## src/rtl/mcyc_ctrl.sv

```systemverilog
// mcyc_ctrl: multi-cycle EX sequencer (MAC / divide) and per-stage pipeline stall merger.
// Latency: start in the request cycle, N step cycles, done one cycle later; divide-by-zero done next cycle.
// Backpressure: holds PC/IF/ID/EX via stall_o while the EX op runs; flush drops everything at once.
//
// Ports:
//   clk, rst          clock (rising edge), asynchronous active-low reset
//   stallreq_id_i     decode-stage operand-hazard stall request
//   ex_mc_req_i       EX holds a multi-cycle instruction (level)
//   ex_mc_kind_i      0 = multiply-accumulate, 1 = divide (sampled in IDLE)
//   div_zero_i        divisor is zero (sampled in IDLE for divides)
//   flush_i           pipeline flush, highest priority
//   stall_o[5:0]      stall vector {WB,MEM,EX,ID,IF,PC}
//   mc_start_o        operand-load pulse for the HI/LO datapath
//   mc_step_o         datapath iterates this cycle
//   mc_cnt_o[5:0]     iteration index (0 outside RUN)
//   mc_busy_o         sequencer is in RUN
//   mc_done_o         result-valid pulse, EX releases
//   mc_dbz_o          divide-by-zero flag, valid with mc_done_o
//
// Build option: MCYC_DIV_ZERO_EN enables the divide-by-zero short-circuit
// (IDLE -> DONE with mc_dbz_o = 1). Without it div_zero_i is ignored and
// mc_dbz_o is always 0.

module mcyc_ctrl #(
  parameter int DIV_CYCLES = 32,
  parameter int MUL_CYCLES = 2
) (
  input  logic       clk,
  input  logic       rst,
  input  logic       stallreq_id_i,
  input  logic       ex_mc_req_i,
  input  logic       ex_mc_kind_i,
  input  logic       div_zero_i,
  input  logic       flush_i,
  output logic [5:0] stall_o,
  output logic       mc_start_o,
  output logic       mc_step_o,
  output logic [5:0] mc_cnt_o,
  output logic       mc_busy_o,
  output logic       mc_done_o,
  output logic       mc_dbz_o
);

  typedef enum logic [1:0] {
    ST_IDLE = 2'd0,
    ST_RUN  = 2'd1,
    ST_DONE = 2'd2
  } state_e;

  // Final iteration index for each operation kind.
  localparam logic [5:0] DIV_LAST = 6'(DIV_CYCLES - 1);
  localparam logic [5:0] MUL_LAST = 6'(MUL_CYCLES - 1);

  localparam logic [5:0] STALL_NONE = 6'b000000;
  localparam logic [5:0] STALL_ID   = 6'b000111;  // PC, IF, ID
  localparam logic [5:0] STALL_EX   = 6'b001111;  // PC, IF, ID, EX

  state_e     state_q, state_d;
  logic [5:0] cnt_q, cnt_d;
  logic       kind_q, kind_d;
  logic       dbz_q, dbz_d;

  logic       dz_fast;
  logic       last_iter;
  logic       in_reset;

  // Divide-by-zero short-circuit decision, taken on the live inputs in IDLE.
`ifdef MCYC_DIV_ZERO_EN
  assign dz_fast = ex_mc_kind_i & div_zero_i;
`else
  logic unused_div_zero;
  assign unused_div_zero = div_zero_i;
  assign dz_fast         = 1'b0;
`endif

  // The counter runs 0..N-1 using the kind latched when the op started.
  assign last_iter = (cnt_q == (kind_q ? DIV_LAST : MUL_LAST));

  // Outputs that depend on live inputs must also read 0 while reset is held,
  // otherwise a request present during reset would leak through.
  assign in_reset = ~rst;

  // ---------------------------------------------------------------------
  // Next-state logic
  // ---------------------------------------------------------------------
  always_comb begin
    state_d = state_q;
    cnt_d   = cnt_q;
    kind_d  = kind_q;
    dbz_d   = dbz_q;

    if (flush_i) begin
      state_d = ST_IDLE;
      cnt_d   = 6'd0;
      dbz_d   = 1'b0;
    end else begin
      unique case (state_q)
        ST_IDLE: begin
          if (ex_mc_req_i) begin
            kind_d = ex_mc_kind_i;
            cnt_d  = 6'd0;
            if (dz_fast) begin
              state_d = ST_DONE;
              dbz_d   = 1'b1;
            end else begin
              state_d = ST_RUN;
              dbz_d   = 1'b0;
            end
          end
        end

        ST_RUN: begin
          if (!ex_mc_req_i) begin
            // Instruction annulled while iterating: abandon without a done pulse.
            state_d = ST_IDLE;
            cnt_d   = 6'd0;
          end else if (last_iter) begin
            state_d = ST_DONE;
            cnt_d   = 6'd0;
          end else begin
            cnt_d = cnt_q + 6'd1;
          end
        end

        ST_DONE: begin
          // Single result cycle; a following instruction is picked up in IDLE.
          state_d = ST_IDLE;
          dbz_d   = 1'b0;
        end

        default: begin
          state_d = ST_IDLE;
          cnt_d   = 6'd0;
          dbz_d   = 1'b0;
        end
      endcase
    end
  end

  // ---------------------------------------------------------------------
  // State registers
  // ---------------------------------------------------------------------
  always_ff @(posedge clk or negedge rst) begin
    if (!rst) begin
      state_q <= ST_IDLE;
      cnt_q   <= 6'd0;
      kind_q  <= 1'b0;
      dbz_q   <= 1'b0;
    end else begin
      state_q <= state_d;
      cnt_q   <= cnt_d;
      kind_q  <= kind_d;
      dbz_q   <= dbz_d;
    end
  end

  // ---------------------------------------------------------------------
  // Datapath control outputs
  // ---------------------------------------------------------------------
  // Start is Mealy on the request so operands load in the same cycle EX
  // first presents the instruction.
  assign mc_start_o = ~in_reset & ~flush_i & (state_q == ST_IDLE) &
                      ex_mc_req_i & ~dz_fast;

  assign mc_step_o  = ~in_reset & ~flush_i & (state_q == ST_RUN);

  assign mc_busy_o  = (state_q == ST_RUN);

  assign mc_cnt_o   = (state_q == ST_RUN) ? cnt_q : 6'd0;

  assign mc_done_o  = ~in_reset & ~flush_i & (state_q == ST_DONE);

  assign mc_dbz_o   = mc_done_o & dbz_q;

  // ---------------------------------------------------------------------
  // Stall vector merge
  // ---------------------------------------------------------------------
  // In DONE the result is ready, so the EX hold drops and the instruction
  // advances on the edge closing that cycle.
  always_comb begin
    stall_o = STALL_NONE;
    if (in_reset || flush_i) begin
      stall_o = STALL_NONE;
    end else if (ex_mc_req_i && (state_q != ST_DONE)) begin
      stall_o = STALL_EX;
    end else if (stallreq_id_i) begin
      stall_o = STALL_ID;
    end
  end

endmodule

```

## config.mk

```make
export PLATFORM = sky130hd
export DESIGN_NAME = mcyc_ctrl
export DESIGN_NICKNAME = d
export VERILOG_FILES = /design/src/rtl/mcyc_ctrl.sv
export SDC_FILE = /design/constraint.sdc
export NUM_CORES = 1
export LEC_CHECK = 0
export ABC_AREA = 1
export ABC_CLOCK_PERIOD_IN_PS = 2350
export CAP_MARGIN = 40
export CORE_MARGIN = 1
export CORE_UTILIZATION = 35
export DETAILED_ROUTE_END_ITERATION = 10
export PLACE_DENSITY = 0.7
export SYNTH_ARGS = -nofsm -noshare
export SYNTH_HDL_FRONTEND = slang
export SYNTH_SLANG_ARGS = --single-unit
```

## constraint.sdc

```tcl
create_clock -name clk -period 2.35 [get_ports clk]
set_input_delay 0.3525 -clock clk [delete_from_list [all_inputs] [get_ports clk]]
set_output_delay 0.3525 -clock clk [all_outputs]
set_load 0.03 [all_outputs]
```

==> out/metrics.cfg <==
[status]
status = completed

[timing]
rsz0062_at_grt = no
setup_tns_ps = 0
fin_crit_ps = 2100
hold_ws_ps = 484
skew_ps = 3.96
setup_viol = 0
hold_violations = 0
max_freq_mhz = 477
post-route-period-util = 0.892
drv_slew = 0

[pwr]
leakage_nw = 0.420
power.density_nw_per_um2 = 421
vdd_drop_max_mv = 0.217
power_w = 0.000376

[yosys]
yosysWarnings = 0
syn_area_um2 = 683
synth_commonest_cells = nor2_1, nand2_1, inv_1, dfrtp_1
avgSynthCellArea_um2 = 6.97
ys_types = 23
synth_flop_cell = dfrtp_1
yosys_register_bits = 9
synthTopCellsByArea = dfrtp_1, nor2_1, nand2_1, inv_1, buf_4
yosysMostFrequentCell = nor2_1
yosysTopAreaCellShare = 0.330
async_reset_ff_frac = 1.00
synth_area_leader_cell = dfrtp_1
synth-edff-count = 0
synthCells = 98
ys_seq_area_frac = 0.330

[worst_setup_path]
cp.required_ps = 2000
critPathMaxFanout = 9
slowest_stage = clkdlybuf4s50_1
r2r.worst_path.cells = 6
critPathArrivalTime_ps = 1740
cp_top_family = buffers and inverters
path_class = reg2out
critPathMaxStageDelay_ps = 670
startpoint_type = flip-flop
cp.buffers_inverters = 2
crit_chain = inv_1 -> nand2_2 -> nor2_1 -> clkdlybuf4s50_1
cp-end-kind = primary output
cp.depth = 4

[place]
dp_cells = 140
place.gp.congestion = 0.816
post-dp-hpwl_mm = 1.13
io_buffers = 19

[clock_tree]
cts_hold_buf = 0
clockBufferDepth = 2
numClockSinks = 9
postCtsResizedCells = 0
numCtsBuffers = 3
post_cts_buffers = 0
cts_root_buf = clkbuf_4
clk_transition_reported_paths_ps = 60
htree_levels = 1
cts_tree = done
clock_latency_ps = 260

[final_layout]
nFillCells = 176
insertedDiodeCount = 0
utilization = 0.500
area.growth.synth_to_final_pct = 30.6
nNetsFinal = 128
multiInputGateArea_um2 = 359
drive_above_1_share = 0.227
seqCellArea_um2 = 225
final_cells = 144

[detailed_routing]
first_iter_violations = 4
postRouteAntennaNets = 0
drc_errors = 0
post_drt_wl_per_cell_um = 9.36
dr.pass1.iters = 4
routed-via-count = 629
routed_wl_mm = 1.35
avgViaCountPerCell = 4.37

[die]
boundaryPins = 24
core-area_um2 = 1780
dieArea_um2 = 2130
die_w_um = 46.2
initial_core_util = 0.383
num_rows = 15
die_y_um = 46.2

[hold_path]
hp-class = in2async

[grt]
grt_pass1_wl_mm = 2.08
grtUsageTotal = 0.141
grt_antenna_before_repair = 0
grt_pass1_vias = 519
overflow = 0
grt_max_degree = 10

[job]
max_cap_viol_count = 0

==> final timing paths <==
check | start | to | slack [ps]
min in group clk | cnt_q[0]$_DFFE_PN0P_ | cnt_q[0]$_DFFE_PN0P_ | 530
max in group asynchronous | rst | cnt_q[3]$_DFFE_PN0P_ | 1730
setup / recovery | state_q[1]$_DFFE_PN0P_ | mc_cnt_o[0] | 250
hold / removal | rst | cnt_q[2]$_DFFE_PN0P_ | 480
setup reg to reg | cnt_q[2]$_DFFE_PN0P_ | cnt_q[5]$_DFFE_PN0P_ | 1150
hold reg to reg | cnt_q[0]$_DFFE_PN0P_ | cnt_q[0]$_DFFE_PN0P_ | 530
==> sequential cells by signal (all words and copies together) (netlist names) <==
name     flops
cnt_q        6
state_q      2
kind_q       1
==> power breakdown <==
part / total [W] / leakage, nW / internal (W) / switching, W
logic: 0.0000910 / 0.280 / 0.0000328 / 0.0000582
registers: 0.000168 / 0.122 / 0.000161 / 0.00000678
clock network: 0.000117 / 0.0177 / 0.0000627 / 0.0000541
==> through the flow <==
step                      cell area (um2)  setup slack, ps
after CTS                             892              232
after global placement                865              530
after global routing                  892              163
after floorplan                       691              566
after detailed placement              865              498
final                                 892              253
==> cell usage in the layout, fill, tap and decap left out, drive strengths merged <==
cell type | netlist | layout
clkinv | 0 | 1
conb | 1 | 3
clkdlybuf4s50 | 0 | 12
mux2 | 1 | 1
o21ai | 4 | 4
xor2 | 1 | 1
buf | 5 | 8
nor2 | 22 | 22
inv | 17 | 17
ha | 1 | 1
nand4 | 3 | 3
nand2 | 25 | 25
a21oi | 3 | 3
clkbuf | 0 | 3
nand3 | 6 | 6
dfrtp | 9 | 9
==> layout make-up <==
type	count	share of cell area
well taps	25	0.0351
clock buffers	3	0.0252
inverters	17	0.0771
multi-input cells	69	0.403
repair buffers	20	0.202
flip-flops and latches	9	0.252
clock inverters	1	0.00561
==> metal layers <==
layer  vias to the layer above  wire, um  global-route usage
met2                        14       632               0.220
met1                       280       636               0.179
met4                         0        25              0.0706
li1                        333         -                   -
met5                         -         0                   0
met3                         2        54              0.0353
==> cells by family after synthesis <==
group | after synthesis | synth area share
and+or+nand+nor | 56 | 0.388
buffers and inverters | 22 | 0.156
DFF | 9 | 0.330
AOI/OAI and AO/OA | 7 | 0.0733
adders and majority gates | 1 | 0.0183
other | 1 | 0.00549
xor gates and xnor gates | 1 | 0.0128
muxes | 1 | 0.0165
No activity file was read; power rests on OpenSTA's default activity.
